### config.mk
export PLATFORM = sky130hd
export DESIGN_NAME = eth_rx_dispatch_flat
export DESIGN_NICKNAME = d
export VERILOG_FILES = /design/src/rtl/eth_rx_dispatch_if.sv /design/src/rtl/eth_rx_dispatch.sv /design/src/flat_wrapper.sv
export SDC_FILE = /design/constraint.sdc
export NUM_CORES = 1
export LEC_CHECK = 0
export BUFFER_PORTS_ARGS = -buffer_cell sky130_fd_sc_hd__buf_2
export CORE_MARGIN = 2
export CORE_UTILIZATION = 42
export CTS_CLUSTER_DIAMETER = 150
export DETAILED_ROUTE_END_ITERATION = 10
export PLACE_DENSITY = 0.73
export SYNTH_ARGS = -nofsm -noshare
export SYNTH_HDL_FRONTEND = slang
export SYNTH_SLANG_ARGS = --single-unit
### constraint.sdc
create_clock -name clk -period 4 [get_ports clk]
set_clock_uncertainty 0.15 [all_clocks]
set_input_delay 0.2 -clock clk [delete_from_list [all_inputs] [get_ports clk]]
set_output_delay 0.2 -clock clk [all_outputs]
set_load 0.01 [all_outputs]
### src/rtl/eth_rx_dispatch_if.sv
// Receive byte stream in, steered payload beats out.
// The same bus carries both the MAC side (rx_*) and the client side (out_*, *_valid).
// master = the block that feeds rx_* and consumes the beats; slave = the dispatcher.
interface eth_rx_dispatch_if;
  logic [7:0]  rx_data;
  logic        rx_valid;
  logic        rx_sof;
  logic        rx_last;
  logic        rx_err;

  logic [7:0]  out_data;
  logic        out_last;
  logic        out_err;
  logic        arp_valid;
  logic        ipv4_valid;
  logic [47:0] out_srcmac;
  logic [15:0] out_ethertype;

  modport master (
    output rx_data, rx_valid, rx_sof, rx_last, rx_err,
    input  out_data, out_last, out_err, arp_valid, ipv4_valid, out_srcmac, out_ethertype
  );

  modport slave (
    input  rx_data, rx_valid, rx_sof, rx_last, rx_err,
    output out_data, out_last, out_err, arp_valid, ipv4_valid, out_srcmac, out_ethertype
  );
endinterface

### src/rtl/eth_rx_dispatch.sv
// Ethernet RX dispatch: parse 14-byte header, filter on dst MAC, steer payload to ARP/IPv4.
// Latency: every payload byte appears as an out beat exactly 1 cycle after it is accepted.
// Backpressure: none; clients must take every beat, gaps on rx_valid are mirrored on the outputs.
// Ports: clk, resetn (async, active-low); bus (slave side: rx_* in, out_*/arp_valid/ipv4_valid out);
//        arp_cnt / ipv4_cnt (good frames delivered), drop_cnt (filter miss, unknown type, runt).
module eth_rx_dispatch #(
  parameter logic [47:0] LOCALMAC = 48'h000000000000,
  parameter int          CNTW     = 16
) (
  input  logic            clk,
  input  logic            resetn,
  eth_rx_dispatch_if.slave bus,
  output logic [CNTW-1:0] arp_cnt,
  output logic [CNTW-1:0] ipv4_cnt,
  output logic [CNTW-1:0] drop_cnt
);

  typedef enum logic [1:0] {IDLE, HDR, FWD, DROP} state_t;

  localparam logic [15:0] ET_ARP  = 16'h0806;
  localparam logic [15:0] ET_IPV4 = 16'h0800;

  state_t        state_q, state_d;
  logic [3:0]    idx_q;        // index of the byte expected next while in HDR
  logic [103:0]  hdr_q;        // header bytes 0..12, byte 0 in the top bits
  logic          tgt_ipv4_q;   // client of the frame being forwarded (0 = ARP)

  logic [47:0]   hdr_dst;
  logic [15:0]   hdr_type;
  logic          mac_ok;

  logic          fwd_enter, fwd_ipv4;
  logic          beat, abort, good;
  logic          drop_a, drop_b;   // two drop events can land in one cycle
  logic [1:0]    drop_n;

  assign hdr_dst  = hdr_q[103:56];
  // Byte 13 is still on rx_data in the decision cycle, so the type is completed from the bus.
  assign hdr_type = {hdr_q[7:0], bus.rx_data};
  assign mac_ok   = (hdr_dst == LOCALMAC) || (hdr_dst == 48'hffff_ffff_ffff);
  assign drop_n   = {1'b0, drop_a} + {1'b0, drop_b};

  function automatic logic [CNTW-1:0] sat_add(input logic [CNTW-1:0] c, input logic [1:0] n);
    logic [CNTW:0] s;
    s = {1'b0, c} + {{(CNTW-1){1'b0}}, n};
    return s[CNTW] ? {CNTW{1'b1}} : s[CNTW-1:0];
  endfunction

  always_ff @(posedge clk or negedge resetn) begin
    if (!resetn) state_q <= IDLE;
    else         state_q <= state_d;
  end

  always_comb begin
    state_d   = state_q;
    fwd_enter = 1'b0;
    fwd_ipv4  = 1'b0;
    beat      = 1'b0;
    abort     = 1'b0;
    good      = 1'b0;
    drop_a    = 1'b0;
    drop_b    = 1'b0;
    if (bus.rx_valid) begin
      if (bus.rx_sof) begin
        // A new frame start wins in every state.
        abort  = (state_q == FWD);
        drop_a = (state_q == HDR);   // interrupted header is a runt
        if (bus.rx_last) begin
          drop_b  = 1'b1;            // one-byte frame
          state_d = IDLE;
        end else begin
          state_d = HDR;
        end
      end else begin
        case (state_q)
          IDLE: ;
          HDR: begin
            if (bus.rx_last) begin
              drop_a  = 1'b1;        // ended at or before byte 13
              state_d = IDLE;
            end else if (idx_q == 4'd13) begin
              if (mac_ok && hdr_type == ET_ARP) begin
                state_d   = FWD;
                fwd_enter = 1'b1;
              end else if (mac_ok && hdr_type == ET_IPV4) begin
                state_d   = FWD;
                fwd_enter = 1'b1;
                fwd_ipv4  = 1'b1;
              end else begin
                state_d = DROP;
                drop_a  = 1'b1;
              end
            end
          end
          FWD: begin
            beat = 1'b1;
            if (bus.rx_last) begin
              state_d = IDLE;
              good    = !bus.rx_err;
            end
          end
          DROP: begin
            if (bus.rx_last) state_d = IDLE;
          end
          default: state_d = IDLE;
        endcase
      end
    end
  end

  always_ff @(posedge clk or negedge resetn) begin
    if (!resetn) begin
      idx_q             <= 4'd0;
      hdr_q             <= '0;
      tgt_ipv4_q        <= 1'b0;
      bus.out_data      <= 8'h00;
      bus.out_last      <= 1'b0;
      bus.out_err       <= 1'b0;
      bus.arp_valid     <= 1'b0;
      bus.ipv4_valid    <= 1'b0;
      bus.out_srcmac    <= '0;
      bus.out_ethertype <= '0;
      arp_cnt           <= '0;
      ipv4_cnt          <= '0;
      drop_cnt          <= '0;
    end else begin
      if (bus.rx_valid) begin
        if (bus.rx_sof) idx_q <= 4'd1;
        else if (state_q == HDR && idx_q != 4'd13) idx_q <= idx_q + 4'd1;
        // Only bytes 0..12 are shifted in, so 13 fresh bytes fully replace any stale header.
        if (bus.rx_sof || (state_q == HDR && idx_q < 4'd13))
          hdr_q <= {hdr_q[95:0], bus.rx_data};
      end

      if (fwd_enter) begin
        tgt_ipv4_q        <= fwd_ipv4;
        bus.out_srcmac    <= hdr_q[55:8];
        bus.out_ethertype <= hdr_type;
      end

      bus.out_data   <= 8'h00;
      bus.out_last   <= 1'b0;
      bus.out_err    <= 1'b0;
      bus.arp_valid  <= 1'b0;
      bus.ipv4_valid <= 1'b0;
      if (beat) begin
        bus.out_data   <= bus.rx_data;
        bus.out_last   <= bus.rx_last;
        bus.out_err    <= bus.rx_last & bus.rx_err;
        bus.arp_valid  <= !tgt_ipv4_q;
        bus.ipv4_valid <= tgt_ipv4_q;
      end else if (abort) begin
        // Close the interrupted frame toward its client as an errored last beat.
        bus.out_last   <= 1'b1;
        bus.out_err    <= 1'b1;
        bus.arp_valid  <= !tgt_ipv4_q;
        bus.ipv4_valid <= tgt_ipv4_q;
      end

      if (good && !tgt_ipv4_q) arp_cnt  <= sat_add(arp_cnt, 2'd1);
      if (good &&  tgt_ipv4_q) ipv4_cnt <= sat_add(ipv4_cnt, 2'd1);
      if (drop_a || drop_b)    drop_cnt <= sat_add(drop_cnt, drop_n);
    end
  end

endmodule

### src/flat_wrapper.sv
// flat-port wrapper written by rule: the top's interface ports become plain ports
module eth_rx_dispatch_flat 
#(
  parameter logic [47:0] LOCALMAC = 48'h000000000000,
  parameter int          CNTW     = 16
)
  (clk, resetn, arp_cnt, ipv4_cnt, drop_cnt, bus_rx_data, bus_rx_valid, bus_rx_sof, bus_rx_last, bus_rx_err, bus_out_data, bus_out_last, bus_out_err, bus_arp_valid, bus_ipv4_valid, bus_out_srcmac, bus_out_ethertype);
  eth_rx_dispatch_if bus_i ();
  input  logic clk;
  input  logic resetn;
  output logic [CNTW-1:0] arp_cnt;
  output logic [CNTW-1:0] ipv4_cnt;
  output logic [CNTW-1:0] drop_cnt;
  input wire logic [$bits(bus_i.rx_data)-1:0] bus_rx_data;
  input wire logic [$bits(bus_i.rx_valid)-1:0] bus_rx_valid;
  input wire logic [$bits(bus_i.rx_sof)-1:0] bus_rx_sof;
  input wire logic [$bits(bus_i.rx_last)-1:0] bus_rx_last;
  input wire logic [$bits(bus_i.rx_err)-1:0] bus_rx_err;
  output wire logic [$bits(bus_i.out_data)-1:0] bus_out_data;
  output wire logic [$bits(bus_i.out_last)-1:0] bus_out_last;
  output wire logic [$bits(bus_i.out_err)-1:0] bus_out_err;
  output wire logic [$bits(bus_i.arp_valid)-1:0] bus_arp_valid;
  output wire logic [$bits(bus_i.ipv4_valid)-1:0] bus_ipv4_valid;
  output wire logic [$bits(bus_i.out_srcmac)-1:0] bus_out_srcmac;
  output wire logic [$bits(bus_i.out_ethertype)-1:0] bus_out_ethertype;
  assign bus_i.rx_data = bus_rx_data;
  assign bus_i.rx_valid = bus_rx_valid;
  assign bus_i.rx_sof = bus_rx_sof;
  assign bus_i.rx_last = bus_rx_last;
  assign bus_i.rx_err = bus_rx_err;
  assign bus_out_data = bus_i.out_data;
  assign bus_out_last = bus_i.out_last;
  assign bus_out_err = bus_i.out_err;
  assign bus_arp_valid = bus_i.arp_valid;
  assign bus_ipv4_valid = bus_i.ipv4_valid;
  assign bus_out_srcmac = bus_i.out_srcmac;
  assign bus_out_ethertype = bus_i.out_ethertype;
  eth_rx_dispatch #(.LOCALMAC(LOCALMAC), .CNTW(CNTW)) u_core (.clk(clk), .resetn(resetn), .bus(bus_i), .arp_cnt(arp_cnt), .ipv4_cnt(ipv4_cnt), .drop_cnt(drop_cnt));
endmodule
# Word level (Yosys, flattened, before mapping)
# Index checks and enable logic that the tools add are counted.
[word_totals] output_inout_bits=124 reg_bits=235 memories=0 inputBits=14 wordCells=102 ramBits=0 romBits=0 latch_bits=0
[classes] n_mux=53 addsub=5 n_reduce_logical=18 bitwise_logic=1 n_mul=0 n_lt_le_gt_ge=1 div_mod_pow=0 shifts=0 eq_ne=10
[ops] op="equality test 48 bit, second input constant" n=1
[ops] op="logical NOT 48 bit" n=1
[ops] op="two-way mux 16 bit" n=3
[ops] op="two-way mux 1 bit" n=41
[ops] op="adder 16 x 1 -> 17 bit, second input constant" n=2
[ops] op="equality test 16 x 12 -> 1 bit, second input constant" n=2
[ops] op="adder 16 x 2 -> 17 bit" n=1
[ops] op="two-way mux 2 bit" n=5
[ops] op="two-way mux 4 bit" n=2
[ops] op="two-way mux 8 bit" n=1
[ops] op="logical AND 1 bit" n=6
[ops] op="adder 4 x 1 -> 4 bit, second input constant" n=1
[ops] op="equality test 2 bit, second input constant" n=2
[ops] op="equality test 4 bit, second input constant" n=1
[ops] op="< comparator 4 bit, second input constant" n=1
[ops] op="inequality test 4 x 3 -> 1 bit, second input constant" n=1
[ops] op="inequality test 4 bit, second input constant" n=1
[ops] op="one-hot mux 2 bit (2 select lines)" n=1
[ops] op="AND reduction 2 bit" n=2
[ops] op="AND reduction 4 bit" n=1
[ops] op="logical OR 1 bit" n=3
[ops] op="inequality test 3 x 1 -> 1 bit, second input constant" n=1
[ops] op="nonzero test 3 bit" n=1
[ops] op="adder 1 x 1 -> 2 bit" n=1
[ops] op="5 further kinds" n=6

# Longest topological paths before layout
# Gate-level depths: netlist (run 1).
[logic_depth] depth_word=13 ltp_mapped=14 depth_no_buf=14

# Worst setup path after synthesis (run 1)
# No wires, ideal clock.
[synth_path] kind="reg2reg" startpoint="register u_core.hdr_q[60]" endpoint="register u_core.drop_cnt[13]" synth_period_minus_slack_ps=3156 path_slack_ps=844 path_buffers=0 arrival_time_ps=2878 setup_ps=128 t_required_ps=3722 path_stages_with_launch=15 path_cell_list="dfrtp_1 -> nand4_1 -> nor4_1 -> and3_1 -> o21a_1 -> o21ai_0 -> nand3_1 -> fa_1 -> inv_1 -> nand3_1 -> or2_1 -> or3_1 -> o311a_1 -> nor3b_2 -> mux2_1"
[synth_between] elab_chain_len=13 elab_cells_between_ends=16
[synth_lines] item="start: declaration" line_no="eth_rx_dispatch.sv:25" rtl="logic [103:0] hdr_q;"
[synth_lines] item="start signal: assignment" line_no="eth_rx_dispatch.sv:132" rtl="hdr_q <= {hdr_q[95:0], bus.rx_data};"
[synth_lines] item="equality test 48 bit / logical NOT 48 bit (equally long branches)" line_no="eth_rx_dispatch.sv:40" rtl="assign mac_ok = (hdr_dst == LOCALMAC) || (hdr_dst == 48'hffff_ffff_ffff);"
[synth_lines] item="logical OR 1 bit *" line_no="eth_rx_dispatch.sv:40"
[synth_lines] item="logical AND 1 bit" line_no="eth_rx_dispatch.sv:85" rtl="end else if (mac_ok && hdr_type == ET_IPV4) begin"
[synth_lines] item="two-way mux 1 bit" line_no="eth_rx_dispatch.sv:85"
[synth_lines] item="two-way mux 1 bit *" line_no="eth_rx_dispatch.sv:82" rtl="if (mac_ok && hdr_type == ET_ARP) begin"
[synth_lines] item="two-way mux 1 bit *" line_no="eth_rx_dispatch.sv:81" rtl="end else if (idx_q == 4'd13) begin"
[synth_lines] item="two-way mux 1 bit *" line_no="eth_rx_dispatch.sv:78" rtl="if (bus.rx_last) begin"
[synth_lines] item="two-way mux 1 bit *" line_no="eth_rx_dispatch.sv:75" rtl="case (state_q)"
[synth_lines] item="two-way mux 1 bit *" line_no="eth_rx_dispatch.sv:64" rtl="if (bus.rx_sof) begin"
[synth_lines] item="two-way mux 1 bit *" line_no="eth_rx_dispatch.sv:63" rtl="if (bus.rx_valid) begin"
[synth_lines] item="adder 1 x 1 -> 2 bit" line_no="eth_rx_dispatch.sv:41" rtl="assign drop_n = {1'b0, drop_a} + {1'b0, drop_b};"
[synth_lines] item="adder 16 x 2 -> 17 bit" line_no="eth_rx_dispatch.sv:45" rtl="s = {1'b0, c} + {{(CNTW-1){1'b0}}, n};"
[synth_lines] item="two-way mux 16 bit" line_no="eth_rx_dispatch.sv:46" rtl="return s[CNTW] ? {CNTW{1'b1}} : s[CNTW-1:0];"
[synth_lines] item="end signal: assignment" line_no="eth_rx_dispatch.sv:162" rtl="if (drop_a || drop_b) drop_cnt <= sat_add(drop_cnt, drop_n);"
[synth_lines] item="end: declaration" line_no="eth_rx_dispatch.sv:15" rtl="output logic [CNTW-1:0] drop_cnt"
# Every way passes the cells marked *; elsewhere a longest branch is shown, timed or not.
# A chain may end at the register's enable or synchronous reset.

# Worst setup path in the final report (run 1)
[layout_path] startpoint="register u_core.hdr_q[87]" endpoint="register u_core.drop_cnt[13]"
# The elaborated chain is that of the path after synthesis.

==> results of run 1 <==
-- worst reg2reg max path: cells and delay by family (launching register included) --
kind	cells	cell delay [ns]
mux	1	0.34
simple gates	8	1.38
fa+ha+maj	1	0.41
flops	1	0.41
compound gates	3	0.56
buf+inv	1	0.08
-- path summary, 6_finish.rpt --
path,from,end,slack (ns),cells past startpoint
min,resetn,u_core.bus.out_ethertype[15]$_DFFE_PN0P_,0.23,2
max in group asynchronous,resetn,u_core.hdr_q[0]$_DFFE_PN0P_,2.47,3
max,u_core.hdr_q[87]$_DFFE_PN0P_,u_core.drop_cnt[13]$_DFFE_PN0P_,0.53,14
min in group clk,u_core.bus.out_ethertype[11]$_DFFE_PN0P_,u_core.bus.out_ethertype[11]$_DFFE_PN0P_,0.32,1
max reg2reg,u_core.hdr_q[87]$_DFFE_PN0P_,u_core.drop_cnt[13]$_DFFE_PN0P_,0.53,14
min reg2reg,u_core.bus.out_ethertype[11]$_DFFE_PN0P_,u_core.bus.out_ethertype[11]$_DFFE_PN0P_,0.32,1
-- routing by layer --
metal	up-vias	wire length, um	GRT usage
li1	3005	-	-
met1	3274	9220	0.229
met2	117	9560	0.272
met3	39	789	0.0288
met4	0	487	0.0498
met5	-	0	0
-- logic make-up after synthesis --
group	after synthesis
and+or+nand+nor	234
xor gates and xnor gates	18
AOI/OAI and AO/OA	49
muxes	164
adders and majority gates	8
buffers and inverters	35
DFF	235
-- state kept, by name, summed over array words and instances, names as in the netlist --
register	cells
u_core.bus.out_ethertype	16
u_core.arp_cnt	16
u_core.bus.arp_valid	1
u_core.bus.out_srcmac	48
u_core.bus.ipv4_valid	1
u_core.bus.out_err	1
u_core.idx_q	4
u_core.bus.out_last	1
u_core.hdr_q	104
u_core.state_q	2
u_core.bus.out_data	8
u_core.ipv4_cnt	16
u_core.tgt_ipv4_q	1
u_core.drop_cnt	16
-- stage by stage --
step | hold WS, ns | cell area [um^2]
final | 0.232 | 11800
after global routing | 0.308 | 11800
after CTS | 0.292 | 11800
after detailed placement | 0.247 | 10800
after global placement | 0.250 | 10800
after floorplan | -0.246 | 9790
-- cell type report --
cell class / count / area, um^2
clock buffers: 37 / 731
clock inverters: 8 / 72.6
fillers: 1949 / 11000
inverters: 10 / 37.5
multi-input cells: 473 / 3720
flip-flops and latches: 235 / 5880
well taps: 313 / 392
repair buffers: 163 / 956
-- report_power, final --
part | internal, W | total (W) | switching, W
logic | 0.000506 | 0.000825 | 0.000319
registers | 0.00289 | 0.00338 | 0.000494
clock network | 0.00133 | 0.00223 | 0.000904
total | 0.00472 | 0.00644 | 0.00172
-- cells in the final DEF, fill, tap and decap left out, types with 4 or more instances in the layout --
master,netlist,final
nor2_1,24,24
clkbuf_1,6,6
clkbuf_8,0,6
dfrtp_1,235,235
dlygate4sd3_1,0,16
mux2_1,36,36
clkbuf_16,0,25
buf_2,11,136
nand2_1,52,52
nand4_1,26,26
o21ai_0,14,14
nand3_1,35,35
nor3_1,4,4
mux2_2,125,125
o21a_1,7,7
o22a_1,4,4
or3_1,9,9
nor4_1,18,18
inv_1,10,10
a31oi_1,5,5
clkinv_2,0,5
and2_1,13,13
and3_1,12,12
xor2_1,16,16
a21oi_1,10,9
buf_4,2,8
ha_1,6,6
nor2b_1,16,16
==> metrics.cfg, run 1 <==
[run_status]
status = complete, no violations

[layout]
drive_gt1_frac = 0.349
area_growth_pct = 20.3
final_cells = 1239
nets = 929
antennaDiodeCount = 0
fin_util = 0.517

[clock_tree]
cts_tree = built
max-clock-path-buffers = 3
post-cts-setup-buffers = 0
clock_latency_ns = 0.51
post_cts_resized = 0
numCtsBuffers = 25
cts_hold_buf = 16
cts-root-buf = clkbuf_16
h-tree-depth = 1
clkSinkCount = 235
clkTransAtPathRegs_ns = 0.06

[detailed_routing]
vias = 6435
postRouteWirelength_um = 20100
dr.pass1.iters = 4
route.detailed.drc = 0
vias_per_cell = 5.19
first_iter_violations = 416
ant_nets = 0
wl_per_cell_um = 16.2

[synthesis]
synthAdderAreaFrac = 0.0107
yosysTopAreaCellShare = 0.600
syn_inst = 743
post-synth-top-area-cell = dfrtp_1
synthMuxAreaShare = 0.188
syn_nets = 764
yosys-top-cells-area = dfrtp_1 (60%), mux2_2 (14%), mux2_1 (4.1%), nand2_1 (2.0%), nand3_1 (1.8%)
yosys_warnings = 0
synth-edff-count = 0
yosysSeqAreaShare = 0.600
syn_area_per_cell_um2 = 13.2
synth_top_family_by_area = multiplexers
synth_common_cells = dfrtp_1 (235), mux2_2 (125), nand2_1 (52)
ys_types = 53
syn_area_um2 = 9790
synthArstFlopShare = 1.00
synth_top_flop_cell = dfrtp_1
ys_ff_latch = 235
synth_compound_area_frac = 0.0322
synth_xor_area_frac = 0.0161
synth.most_common_cell = dfrtp_1
synthSimpleGateAreaFrac = 0.131

[die]
ios = 138
core_area_um2 = 22800
die_h_um = 157
dieArea_um2 = 24600
rows = 55
die_w_um = 157
initial_utilization = 0.430

[pwr]
power.total_w = 0.00644
vdd_drop_max_uv = 361
pwr_density_cell_nw_per_um2 = 546
p_leak_nw = 5.89

[placed_design]
port_buffers = 137
dp_cells = 1178
dpl_worst_slack_ns = 0.530
gp_congestion = 0.850
post-dp-hpwl_um = 13300

[critical_path]
path_buf_inv = 1
crit_type = reg -> reg
max_stage_delay_ns = 0.41
end_kind = flip-flop
path_max_fanout = 5
crit_slowest_cell = dfrtp_1
start_kind = flip-flop
cp.arrival_ns = 3.70
worstPathRequired_ns = 4.23
path_cells = nand4_1, nor4_1, and3_1, o21a_1, o21ai_0, nand3_1, fa_1, inv_1, nand3_1, or2_1, or3_1, o311a_1, nor3b_2, mux2_1
cp_top_family = simple AND/OR/NAND/NOR gates
crit_top_cell = nand3_1

[global_route]
grt_pass1_vias = 6484
antenna_found_initial = 0
grt_max_degree = 137
grt_overflow = 0
grt_use_total = 0.167
grt_pass1_wl_um = 33300

[timing]
max_freq_ghz = 0.288
period_minus_slack_ns = 3.47
finalSetupViolCount = 0
rsz0062_at_grt = no
slew_headroom = 0.322
tns_ns = 0
hold_viol = 0
tightest_slew_ns = 1.02
finalMaxSlewViolations = 0
setup_slack_ns = 0.530
fin_crit_sh = 0.867

[run]
drv_cap = 0

[min_path]
holdCritPathClass = in -> async

Note: power is estimated with default switching activity, not from simulation.
==> run 2: changes to the inputs <==
CORE_UTILIZATION = 50   (was 42)
PLACE_DENSITY = 0.82   (was 0.73)
==> run 2 against run 1 <==
Compared with the run above:
- largest power group unchanged
- maximum frequency up 0.72%
- largest cell class unchanged
- sequential share of layout area up 0.21 points
- final area is 0.41% lower
- critical endpoint unchanged
- clock-buffer cell count is 1 lower
- die area shrank 16%
- register-to-register slack better by 0.02 ns
- first-iteration DRC count decreased by 35%
==> metrics.cfg, run 2 (synthesized netlist as in run 1, its figures left out) <==
[clock_tree]
max-clock-path-buffers = 3  ; unchanged
clock_latency_ns = 0.51  ; about the same
clkSinkCount = 235  ; unchanged
post-cts-setup-buffers = 0  ; unchanged
clkTransAtPathRegs_ns = 0.06  ; about the same
cts-root-buf = clkbuf_16  ; unchanged
post_cts_resized = 0  ; unchanged
numCtsBuffers = 25  ; unchanged
h-tree-depth = 1  ; unchanged
cts_tree = built  ; unchanged

[detailed_routing]
postRouteWirelength_um = 20400  ; was 20100 um
route.detailed.drc = 0  ; unchanged
vias = 6425  ; was 6435
vias_per_cell = 5.42  ; was 5.19
first_iter_violations = 270  ; was 416
wl_per_cell_um = 17.2  ; was 16.2 um
ant_nets = 0  ; unchanged
dr.pass1.iters = 5  ; was 4

[pwr]
p_seq_frac = 0.525  ; was 0.526
internal-power_w = 0.00474  ; was 0.00472 W
pwr_density_cell_nw_per_um2 = 552  ; was 546 nW/um^2
p_comb_frac = 0.130  ; was 0.128
p_leak_nw = 5.88  ; was 5.89 nW
switching_share = 0.268  ; was 0.267
power.total_w = 0.00648  ; was 0.00644 W
vdd_drop_max_uv = 349  ; was 361 uV
clkPwrFrac = 0.345  ; was 0.346
p_sw_w = 0.00174  ; was 0.00172 W

[layout]
top_regs = u_core.hdr_q x104, u_core.bus.out_srcmac x48  ; unchanged
nets = 926  ; was 929
final_common_cell = dfrtp_1  ; unchanged
regMostFlops = u_core.hdr_q  ; unchanged
final_cells = 1185  ; was 1239
fin_util = 0.607  ; was 0.517
area_growth_pct = 19.8  ; was 20.3%
layout_common_cells = dfrtp_1 (235), buf_2 (136), mux2_2 (125)  ; unchanged
antennaDiodeCount = 0  ; unchanged
drive_gt1_frac = 0.348  ; was 0.349
largest_register_ff_count = 104  ; unchanged

[critical_path]
regToRegEndpoint = u_core.drop_cnt[13]$_DFFE_PN0P_  ; unchanged
reg2reg_slack_ns = 0.56  ; was 0.53 ns
cp.arrival_ns = 3.68  ; was 3.70 ns
end_kind = flip-flop  ; unchanged
crit_type = reg -> reg  ; unchanged
path_max_fanout = 5  ; unchanged
r2r_start = u_core.hdr_q[65]$_DFFE_PN0P_  ; was u_core.hdr_q[87]$_DFFE_PN0P_
worstPathRequired_ns = 4.24  ; was 4.23 ns
start_kind = flip-flop  ; unchanged
worstRegToRegCells = 14  ; unchanged

[die]
ios = 138  ; unchanged
dieArea_um2 = 20700  ; was 24600 um^2
core_area_um2 = 19300  ; was 22800 um^2
die_w_um = 144  ; was 157 um
initial_utilization = 0.507  ; was 0.430
rows = 51  ; was 55
die_h_um = 144  ; was 157 um

[timing]
fin_crit_sh = 0.861  ; was 0.867
finalMaxSlewViolations = 0  ; unchanged
hold_viol = 0  ; unchanged
finalSetupViolCount = 0  ; unchanged
period_minus_slack_ns = 3.44  ; was 3.47 ns
max_freq_ghz = 0.290  ; was 0.288 GHz
tightest_slew_ns = 1.33  ; was 1.02 ns
rsz0062_at_grt = no  ; unchanged
slew_headroom = 0.102  ; was 0.322
tns_ns = 0  ; unchanged
whs_ns = 0.200  ; was 0.232 ns

[global_route]
grt_use_total = 0.199  ; was 0.167
grt_max_degree = 120  ; was 137
antenna_found_initial = 0  ; unchanged
grt_overflow = 0  ; unchanged
grt_pass1_vias = 6358  ; was 6484
grt_pass1_wl_um = 33000  ; was 33300 um

[run]
drv_cap = 0  ; unchanged

[placed_design]
port_buffers = 137  ; unchanged
dp_cells = 1128  ; was 1178
post-dp-hpwl_um = 13300  ; about the same
gp_congestion = 0.858  ; was 0.850

[run_status]
status = complete, no violations  ; unchanged

[min_path]
holdCritPathClass = in -> async  ; unchanged

## run 2: cell count changes in the layout (fill, tap and decap cells not counted), moves of 2 or more
cell,change
buf_4,-5
clkinv_2,-2
clkbuf_1,-2
buf_12,+3
## run 2: timing repair
item | in CTS | in global routing
hold buffers | 15 | 0
setup endpoints to repair | 0 | 0
endpoints found under the hold margin | 140 | 0
## run 2: critical path: stages (launching register included)
cell and delay, ns:
dfrtp_1 0.42, nand4_1 0.14, nor4_1 0.06, and3_1 0.20, o21a_1 0.24, o21ai_0 0.16
nand3_1 0.11, fa_1 0.41, inv_1 0.09, nand3_1 0.10, or2_1 0.25, or3_1 0.31
o311a_1 0.17, nor3b_2 0.19, mux2_1 0.34
## run 2: power groups by stage
stage          sequential [W]  combinational, W  clock [W]
2_1_floorplan         0.00324          0.000629          0
3_3_place_gp          0.00338          0.000792          0
3_5_place_dp          0.00342          0.000833          0
4_1_cts               0.00339          0.000856    0.00228
5_1_grt               0.00347          0.000929    0.00238
6_report              0.00340          0.000843    0.00224
## run 2: worst max path at each step
stage               depth (start not counted)  slack [ns]                               to                    startpoint
floorplan                                  14        0.84  u_core.drop_cnt[13]$_DFFE_PN0P_  u_core.hdr_q[60]$_DFFE_PN0P_
global placement                           14        0.66  u_core.drop_cnt[13]$_DFFE_PN0P_  u_core.hdr_q[58]$_DFFE_PN0P_
global route                               15        0.32  u_core.drop_cnt[13]$_DFFE_PN0P_   u_core.hdr_q[3]$_DFFE_PN0P_
detailed placement                         14        0.57  u_core.drop_cnt[13]$_DFFE_PN0P_  u_core.hdr_q[65]$_DFFE_PN0P_
finish                                     14        0.56  u_core.drop_cnt[13]$_DFFE_PN0P_  u_core.hdr_q[65]$_DFFE_PN0P_
CTS                                        14        0.55  u_core.drop_cnt[13]$_DFFE_PN0P_  u_core.hdr_q[58]$_DFFE_PN0P_
## run 2: layout make-up
type	instances	area (um^2)
Clock buffer	36	737
Timing Repair Buffer	160	968
Tap cell	265	332
Multi-Input combinational cell	473	3720
Inverter	10	37.5
Sequential cell	235	5880
Fill cell	1471	7600
Clock inverter	6	65.1
## run 2: metal layers
metal,GRT usage,vias to the layer above,share of wire
met5,0,-,0
met4,0.0531,0,0.017
met3,0.0367,32,0.046
met2,0.332,140,0.50
met1,0.268,3263,0.44
li1,-,2990,-
## run 2: per-stage QoR
step / instance area [um^2] / setup WS, ns
CTS: 11700 / 0.550
floorplan: 9790 / 0.844
global route: 11700 / 0.316
finish: 11700 / 0.555
global placement: 10800 / 0.664
detailed placement: 10800 / 0.566
==> run 3: changes to the inputs <==
REMOVE_ABC_BUFFERS = 1   (was not set)
==> run 3 against run 2 <==
Compared with the run above:
- die area unchanged
- power about the same
- hold slack gained 0.0026 ns
- final cell count barely moved
- via count fell by 0.87%
- non-clock buffer count shrank 1
- global-route usage is 0.72 points lower
- clock-buffer cell count is 3 higher
- critical endpoint unchanged
- highest routed layer unchanged
==> metrics.cfg, run 3 (synthesized netlist as in run 1, its figures left out) <==
[run_status]
status = complete, no violations  ; unchanged

[detailed_routing]
wl_per_cell_um = 16.3  ; was 17.2 um
vias = 6369  ; was 6425
met1Wirelength_um = 8710  ; was 8890 um
routed-wl-met2_um = 8860  ; was 10200 um
first_iter_violations = 250  ; was 270
postRouteWirelength_um = 19300  ; was 20400 um
wl_met3_um = 1290  ; was 933 um
route.detailed.drc = 0  ; unchanged
dr.pass1.iters = 4  ; was 5
maxUsedRoutingLayer = met4  ; unchanged
vias_per_cell = 5.37  ; was 5.42
ant_nets = 0  ; unchanged

[layout]
regMostFlops = u_core.hdr_q  ; unchanged
antennaDiodeCount = 0  ; unchanged
stdcell_area_um2 = 11700  ; about the same
multi_input_comb_area_um2 = 3720  ; unchanged
final_common_cell = dfrtp_1  ; unchanged
fin_util = 0.606  ; was 0.607
largest_register_ff_count = 104  ; unchanged
fillers = 1513  ; was 1471
area_growth_pct = 19.7  ; was 19.8%
drive_gt1_frac = 0.343  ; was 0.348
seq_area_um2 = 5880  ; unchanged
layout_common_cells = dfrtp_1 (235), buf_2 (136), mux2_2 (125)  ; unchanged
top_regs = u_core.hdr_q x104, u_core.bus.out_srcmac x48  ; unchanged
nets = 925  ; was 926

[critical_path]
cp.arrival_ns = 3.74  ; was 3.68 ns
worstPathRequired_ns = 4.25  ; was 4.24 ns
path_max_fanout = 5  ; unchanged
crit_slowest_cell = dfrtp_1  ; unchanged
path_cells = nand4_1, nor4_1, and3_1, o21a_1, o21ai_0, nand3_1, fa_1, inv_1, nand3_1, or2_1, or3_1, o311a_1, nor3b_2, mux2_1  ; unchanged
path_buf_inv = 1  ; unchanged
max_stage_delay_ns = 0.42  ; about the same
crit_top_cell = nand3_1  ; unchanged
crit_type = reg -> reg  ; unchanged
end_kind = flip-flop  ; unchanged
start_kind = flip-flop  ; unchanged
cp_top_family = simple AND/OR/NAND/NOR gates  ; unchanged

[clock_tree]
max-clock-path-buffers = 3  ; unchanged
cts_tree = built  ; unchanged
cts_hold_buf = 15  ; unchanged
clkTransAtPathRegs_ns = 0.06  ; about the same
post-cts-setup-buffers = 0  ; unchanged
cts-root-buf = clkbuf_16  ; unchanged
post_cts_resized = 0  ; unchanged
h-tree-depth = 1  ; unchanged
numCtsBuffers = 25  ; unchanged
clock_latency_ns = 0.53  ; was 0.51 ns
clkSinkCount = 235  ; unchanged

[run]
drv_cap = 0  ; unchanged

[global_route]
grt_overflow = 0  ; unchanged
grt_max_degree = 123  ; was 120
grt_pass1_vias = 6401  ; was 6358
antenna_found_initial = 0  ; unchanged
grt_use_total = 0.191  ; was 0.199
grt_pass1_wl_um = 31900  ; was 33000 um

[min_path]
holdCritPathClass = in -> async  ; unchanged

[pwr]
vdd_drop_max_uv = 401  ; was 349 uV
p_comb_frac = 0.126  ; was 0.130
p_leak_nw = 5.87  ; was 5.88 nW
switching_share = 0.263  ; was 0.268
p_sw_w = 0.00170  ; was 0.00174 W
clkPwrFrac = 0.352  ; was 0.345
pwr_density_cell_nw_per_um2 = 553  ; was 552 nW/um^2
p_seq_frac = 0.521  ; was 0.525
internal-power_w = 0.00477  ; was 0.00474 W

[die]
core_area_um2 = 19300  ; unchanged
die_w_um = 144  ; unchanged
ios = 138  ; unchanged
rows = 51  ; unchanged
dieArea_um2 = 20700  ; unchanged
die_h_um = 144  ; unchanged
initial_utilization = 0.507  ; unchanged

[timing]
slew_headroom = 0.406  ; was 0.102
finalSetupViolCount = 0  ; unchanged
max_freq_ghz = 0.287  ; was 0.290 GHz
fin_crit_sh = 0.871  ; was 0.861
hold_viol = 0  ; unchanged
tightest_slew_ns = 0.890  ; was 1.33 ns
period_minus_slack_ns = 3.48  ; was 3.44 ns
finalMaxSlewViolations = 0  ; unchanged
rsz0062_at_grt = no  ; unchanged
tns_ns = 0  ; unchanged

[placed_design]
placed_cell_area_um2 = 10800  ; about the same
port_buffers = 137  ; unchanged
post-dp-hpwl_um = 12800  ; was 13300 um
gp_congestion = 0.813  ; was 0.858

-- run 3: cell count changes in the layout (fill, tap and decap cells not counted) --
cell       before  now
buf_12          5    3
buf_4           3    4
bufinv_16       1    2
clkbuf_1        4    9
clkbuf_8        7    5
clkinv_2        3    2
inv_16          0    1
inv_6           1    0
inv_8           1    0
-- run 3: worst register-to-register path, delay by kind of cell (launching register included) --
kind,cells,cell delay (ns)
buffers and inverters,1,0.08
adders and majority gates,1,0.40
muxes,1,0.34
and+or+nand+nor,8,1.40
DFF,1,0.42
AOI/OAI and AO/OA,3,0.55
-- run 3: power by group through the flow --
| stage | clock network (W) | logic, W | registers [W] |
|---|---|---|---|
| after floorplan | 0 | 0.000648 | 0.00324 |
| after global placement | 0 | 0.000777 | 0.00337 |
| after detailed placement | 0 | 0.000810 | 0.00341 |
| after CTS | 0.00234 | 0.000835 | 0.00338 |
| after global routing | 0.00244 | 0.000907 | 0.00346 |
| final | 0.00228 | 0.000818 | 0.00338 |
-- run 3: worst paths after layout --
check / startpoint / endpoint / slack [ns] / cells after the start
max: u_core.hdr_q[65]$_DFFE_PN0P_ / u_core.drop_cnt[13]$_DFFE_PN0P_ / 0.52 / 14
max reg2reg: u_core.hdr_q[65]$_DFFE_PN0P_ / u_core.drop_cnt[13]$_DFFE_PN0P_ / 0.52 / 14
min: resetn / u_core.ipv4_cnt[7]$_DFFE_PN0P_ / 0.20 / 2
min in group clk: bus_rx_data[4] / u_core.bus.out_data[4]$_DFF_PN0_ / 0.30 / 3
min reg2reg: u_core.bus.out_ethertype[11]$_DFFE_PN0P_ / u_core.bus.out_ethertype[11]$_DFFE_PN0P_ / 0.32 / 1
max in group asynchronous: resetn / u_core.arp_cnt[14]$_DFFE_PN0P_ / 2.55 / 3
-- run 3: layer usage --
metal	vias up	GRT usage
li1	2997	-
met1	3160	0.259
met2	169	0.312
met3	43	0.0473
met4	0	0.0480
met5	-	0
-- run 3: area by class of cell --
cell class	count	area share
flip-flops and latches	235	0.502
repair buffers	159	0.0799
well taps	265	0.0283
multi-input cells	473	0.317
clock inverters	5	0.00769
clock buffers	39	0.0621
inverters	10	0.00320
-- run 3: metrics by stage --
step	setup WS (ns)	hold slack, ns	total power (W)	cells
detailed placement	0.549	0.203	0.00422	1127
global placement	0.655	0.212	0.00415	1127
floorplan	-2.77	-0.246	0.00388	718
finish	0.516	0.202	0.00648	1186
CTS	0.497	0.255	0.00655	1186
global route	0.270	0.283	0.00681	1186
